File: config.mk
export PLATFORM = sky130hd
export DESIGN_NAME = bcd_to_bin_seq
export DESIGN_NICKNAME = d
export VERILOG_FILES = /design/src/rtl/bcd_to_bin_seq.sv
export SDC_FILE = /design/constraint.sdc
export NUM_CORES = 1
export LEC_CHECK = 0
export BUFFER_PORTS_ARGS = -buffer_cell sky130_fd_sc_hd__buf_2
export CAP_MARGIN = 10
export CELL_PAD_IN_SITES_DETAIL_PLACEMENT = 1
export CELL_PAD_IN_SITES_GLOBAL_PLACEMENT = 2
export CORE_MARGIN = 3
export CORE_UTILIZATION = 37
export DETAILED_ROUTE_END_ITERATION = 16
export GPL_TIMING_DRIVEN = 0
export PLACE_DENSITY = 0.76
export SETUP_SLACK_MARGIN = 0.5
export SYNTH_ARGS = -nofsm -noshare
export SYNTH_HDL_FRONTEND = slang
export SYNTH_SLANG_ARGS = --single-unit
export TNS_END_PERCENT = 100
File: constraint.sdc
create_clock -name clk -period 1.8 [get_ports clk]
set_input_delay 0.36 -clock clk [delete_from_list [all_inputs] [get_ports clk]]
set_output_delay 0.36 -clock clk [all_outputs]
set_load 0.1 [all_outputs]
File: src/rtl/bcd_to_bin_seq.sv
// Sequential packed-BCD to binary converter using reverse double-dabble,
// one shift-and-correct iteration per clock with a start/busy/done handshake.
module bcd_to_bin_seq #(
  parameter int DIGITS = 4,
  parameter int BIN_W  = 14
) (
  input  logic                  clk,
  input  logic                  rst_n,
  input  logic                  start,
  input  logic [4*DIGITS-1:0]   bcd,
  output logic [BIN_W-1:0]      bin,
  output logic                  busy,
  output logic                  done,
  output logic                  err
);

  localparam int BCD_W  = 4 * DIGITS;
  localparam int WORK_W = BCD_W + BIN_W;
  localparam int CNT_W  = $clog2(BIN_W + 1);

  typedef enum logic [0:0] {
    IDLE = 1'b0,
    CONV = 1'b1
  } state_t;

  state_t              state_reg, state_next;
  logic [WORK_W-1:0]   work_reg, work_next;
  logic [CNT_W-1:0]    cnt_reg, cnt_next;
  logic [BIN_W-1:0]    bin_reg, bin_next;
  logic                done_reg, done_next;
  logic                err_reg, err_next;

  logic [DIGITS-1:0]   digit_bad;
  logic [WORK_W-1:0]   shifted;
  logic [WORK_W-1:0]   corrected;
  logic                last_iter;

  // Operand validation: any nibble above 9 rejects the whole request.
  generate
    for (genvar gi = 0; gi < DIGITS; gi++) begin : g_check
      assign digit_bad[gi] = (bcd[4*gi +: 4] > 4'd9);
    end
  endgenerate

  assign shifted = work_reg >> 1;

  // After the shift, any BCD nibble >= 8 came from a 10s carry and must lose 3.
  generate
    for (genvar gi = 0; gi < DIGITS; gi++) begin : g_corr
      logic [3:0] nib;
      assign nib = shifted[BIN_W + 4*gi +: 4];
      assign corrected[BIN_W + 4*gi +: 4] = (nib >= 4'd8) ? (nib - 4'd3) : nib;
    end
  endgenerate

  assign corrected[BIN_W-1:0] = shifted[BIN_W-1:0];
  assign last_iter = (cnt_reg == CNT_W'(BIN_W - 1));

  always_ff @(posedge clk or negedge rst_n) begin
    if (!rst_n) begin
      state_reg <= IDLE;
      work_reg  <= '0;
      cnt_reg   <= '0;
      bin_reg   <= '0;
      done_reg  <= 1'b0;
      err_reg   <= 1'b0;
    end else begin
      state_reg <= state_next;
      work_reg  <= work_next;
      cnt_reg   <= cnt_next;
      bin_reg   <= bin_next;
      done_reg  <= done_next;
      err_reg   <= err_next;
    end
  end

  always_comb begin
    state_next = state_reg;
    work_next  = work_reg;
    cnt_next   = cnt_reg;
    bin_next   = bin_reg;
    done_next  = 1'b0;
    err_next   = err_reg;

    unique case (state_reg)
      IDLE: begin
        if (start) begin
          if (|digit_bad) begin
            done_next = 1'b1;
            err_next  = 1'b1;
            bin_next  = '0;
          end else begin
            work_next  = {bcd, {BIN_W{1'b0}}};
            cnt_next   = '0;
            err_next   = 1'b0;
            state_next = CONV;
          end
        end
      end
      CONV: begin
        work_next = corrected;
        cnt_next  = cnt_reg + CNT_W'(1);
        if (last_iter) begin
          bin_next   = corrected[BIN_W-1:0];
          done_next  = 1'b1;
          state_next = IDLE;
        end
      end
      default: state_next = IDLE;
    endcase
  end

  assign bin  = bin_reg;
  assign busy = (state_reg == CONV);
  assign done = done_reg;
  assign err  = err_reg;

endmodule

==> qor.txt <==
GLOBAL ROUTE
----------------------------------------------------------------------------------------------------
Initial antenna violation count                                                                    0
All-Layer GR Usage                                                                            18.62%
Vias in the first global route                                                                  1938
Total overflow reported by the global router                                                       0
Global-route wire length before repair                                                      10280 µm
Maximum number of pins on one net before global-route repair                                      51

TIMING
----------------------------------------------------------------------------------------------------
Maximum clock rate                                                                         693.4 MHz
Setup Viol. Count Final                                                                            0
Maximum clock skew at final layout                                                        0.01348 ns
Max-slew headroom at the worst pin                                                            77.76%
Number of max-slew violations in the final report                                                  0
Count of endpoints failing hold in the final timing report                                         0
Fin Hold WS                                                                                0.2904 ns
Worst Setup Slack, final                                                                   0.3578 ns
Post-route setup TNS                                                                            0 ns
Crit path time final                                                                        1.442 ns
RSZ-0062 raised after global routing                                                            true
Slew at the pin closest to its max-slew limit                                              0.3337 ns
Post-route fraction of the period consumed by the critical path                               80.12%

CRITICAL PATH
----------------------------------------------------------------------------------------------------
Crit start category                                                                             flop
Worst path required time                                                                     2.04 ns
Crit. End Element                                                                               flop
R2R depth                                                                                          6
CP Max Fanout                                                                                     10
Worst setup path class                                                                    reg -> reg
Data arrival time at the worst-slack endpoint                                                1.69 ns

CTS
----------------------------------------------------------------------------------------------------
H-tree lvl count                                                                                   2
TritonCTS clock tree                                                                           built
Sinks on Clock Net                                                                                50
Insertion delay of the later-clocked pin in the worst-skew pair                              0.31 ns
Num CTS Buffers                                                                                    5
Worst-case clock buffer depth                                                                      2
Clock-pin slew reported for the worst setup and hold paths after clock tree synthesis        0.10 ns
Clock root buffer                                                                       sky130_fd_sc_hd__clkbuf_8

FLOORPLAN
----------------------------------------------------------------------------------------------------
Horizontal extent of the die                                                                83.87 µm
Number of primary I/O pins                                                                        36
Core ar.                                                                                    5675 µm²
Full die area                                                                               7033 µm²
Site Rows                                                                                         27
Die span in y                                                                               83.87 µm
Starting density of the core                                                                  39.53%

SYNTHESIS
----------------------------------------------------------------------------------------------------
Yosys reg bits                                                                                    50
Number of standard cells after synthesis                                                         184
Number of nets produced by synthesis                                                             211
Number of unique standard cell types used by synthesis                                            29
Async set or reset register ratio after synthesis                                             100.0%
Average cell area after synthesis                                                          12.19 µm²
Number of synthesized flops with an enable pin                                                     0
Yosys Warn Count                                                                                   0
Syn Std Cell Area                                                                           2243 µm²
Leading register cell type out of synthesis                                             sky130_fd_sc_hd__dfrtp_1
Share of the yosys chip area belonging to registers                                           55.77%

PLACE
----------------------------------------------------------------------------------------------------
Pre-CTS setup slack                                                                     -0.003348 ns
Standard cell area after detailed placement                                                 2625 µm²
Total instance count after detailed placement                                                    291
Routability congestion estimate                                                               0.8096
HPWL after detailed placement                                                                3897 µm
IO Port Bufs                                                                                      35

ROUTING
----------------------------------------------------------------------------------------------------
DRC violations left                                                                                0
Routed WL                                                                                    6903 µm
Average via count per standard cell                                                            5.360
Routed vias                                                                                     1833
Count of nets left with antenna violations after detail routing                                    0
WL per Instance                                                                             20.18 µm
Iteration-0 DRC Markers                                                                           76
Number of detailed-route iterations in the first pass                                              4

POWER
----------------------------------------------------------------------------------------------------
Post-layout power                                                                           7.416 mW
Pwr per Cell Area                                                                        2066 nW/µm²
LEAKAGE                                                                                     1.713 nW
Worst vdd rail ir drop                                                                      1.194 mV

FINAL LAYOUT
----------------------------------------------------------------------------------------------------
Leading cell type in the layout, fill and taps excluded                                 sky130_fd_sc_hd__dfrtp_1
Utilization after layout                                                                      63.25%
Post-Layout Cell Count                                                                           342
Number of nets in the layout                                                                     296
Share of post-route cells with drive strength above 1                                         49.63%
Final Cell Area                                                                             3590 µm²
Antenna Diode Count                                                                                0
Signed area change from the synthesized netlist to the final layout                           60.01%
Max FFs per register                                                                              29
Top library cells by usage in the layout, fill and taps aside                           sky130_fd_sc_hd__dfrtp_1 (49), sky130_fd_sc_hd__a22o_1 (30), sky130_fd_sc_hd__buf_4 (25)

JOB
----------------------------------------------------------------------------------------------------
Maximum Capacitance Violations                                                                     0

WORST HOLD PATH
----------------------------------------------------------------------------------------------------
Worst Hold Depth                                                                                   2
Worst hold path class                                                                      in -> reg

STATUS
----------------------------------------------------------------------------------------------------
Result of the run                                                                          completed

[report_power, final]
part | switching [mW] | total (mW) | leakage (nW) | internal, mW
registers | 0.547 | 2.15 | 0.646 | 1.60
clock network | 0.389 | 0.706 | 0.0478 | 0.317
logic | 2.24 | 4.56 | 1.02 | 2.32
[worst max-delay path: stages, from the launching register on]
cell	delay, ns
sky130_fd_sc_hd__dfrtp_1	0.39
sky130_fd_sc_hd__ha_2	0.17
sky130_fd_sc_hd__and4_1	0.17
sky130_fd_sc_hd__clkbuf_8	0.15
sky130_fd_sc_hd__a21oi_4	0.17
sky130_fd_sc_hd__buf_6	0.17
sky130_fd_sc_hd__a22o_1	0.14
[layout make-up]
cell class | count | area, µm²
buffer | 11 | 157.7
clock buffer | 6 | 82.58
clock inverter | 2 | 16.27
fill | 549 | 2086
inverter | 10 | 37.54
multi-input combinational | 113 | 1095
sequential | 50 | 1255
tap | 72 | 90.09
timing repair buffer | 78 | 855.8
[path summary, 6_finish.rpt]
check | start | to | slack [ns]
worst max-delay path | cnt_reg[0] | bin[8] | 0.36
worst min register to register | work_reg[1] | work_reg[1] | 0.52
min in group asynchronous | rst_n | bin[4] | 0.43
worst max register to register | cnt_reg[0] | bin[8] | 0.36
max in group asynchronous | rst_n | busy | 0.85
worst min-delay path | bcd[8] | work_reg[22] | 0.29
[timing repair]
| action | in CTS | in global routing |
|---|---|---|
| gates cloned | 5 | 2 |
| pin swaps | 14 | 7 |
| endpoints found under the setup margin | 54 | 67 |
| endpoints found under the hold margin | 0 | 8 |
| hold buffers | 0 | 1 |
| setup buffers | 20 | 14 |
| resized for setup | 70 | 53 |
[per-layer routing]
layer / vias up / track usage [%] / wire length (µm)
met5: - / 0 / 0
met4: 0 / 5.263 / 138
met3: 11 / 3.060 / 216
met2: 34 / 32.47 / 3496
met1: 943 / 23.75 / 3052
li1: 845 / - / -
[synthesized netlist by cell type (all sizes together), types with 3 or more instances]
| master | n | area (µm²) |
|---|---|---|
| dfrtp | 50 | 1251 |
| a22o | 30 | 262.8 |
| a221o | 12 | 120.1 |
| inv | 10 | 37.53 |
| a21oi | 9 | 52.55 |
| ha | 8 | 100.1 |
| o21ai | 8 | 40.03 |
| buf | 7 | 50.05 |
| nor2 | 7 | 26.28 |
| and2 | 6 | 37.54 |
| nor2b | 6 | 37.54 |
| clkbuf | 4 | 15.01 |
| xnor2 | 4 | 35.03 |
| xor2 | 4 | 35.03 |
| a31oi | 3 | 18.77 |
| mux2i | 3 | 30.03 |
| nand2 | 3 | 11.26 |
| nand2b | 3 | 18.77 |
[cells by family (layout without fill, tap and decap cells)]
group | Yosys count | after routing | synth area share (%)
AOI/OAI and AO/OA | 62 | 62 | 22.03
xor gates and xnor gates | 8 | 8 | 3.123
adders and majority gates | 8 | 8 | 4.462
buffers and inverters | 21 | 107 | 4.573
DFF | 50 | 50 | 55.77
muxes | 4 | 4 | 1.841
and+or+nand+nor | 31 | 31 | 8.199
(Power assumes the default switching activity.)
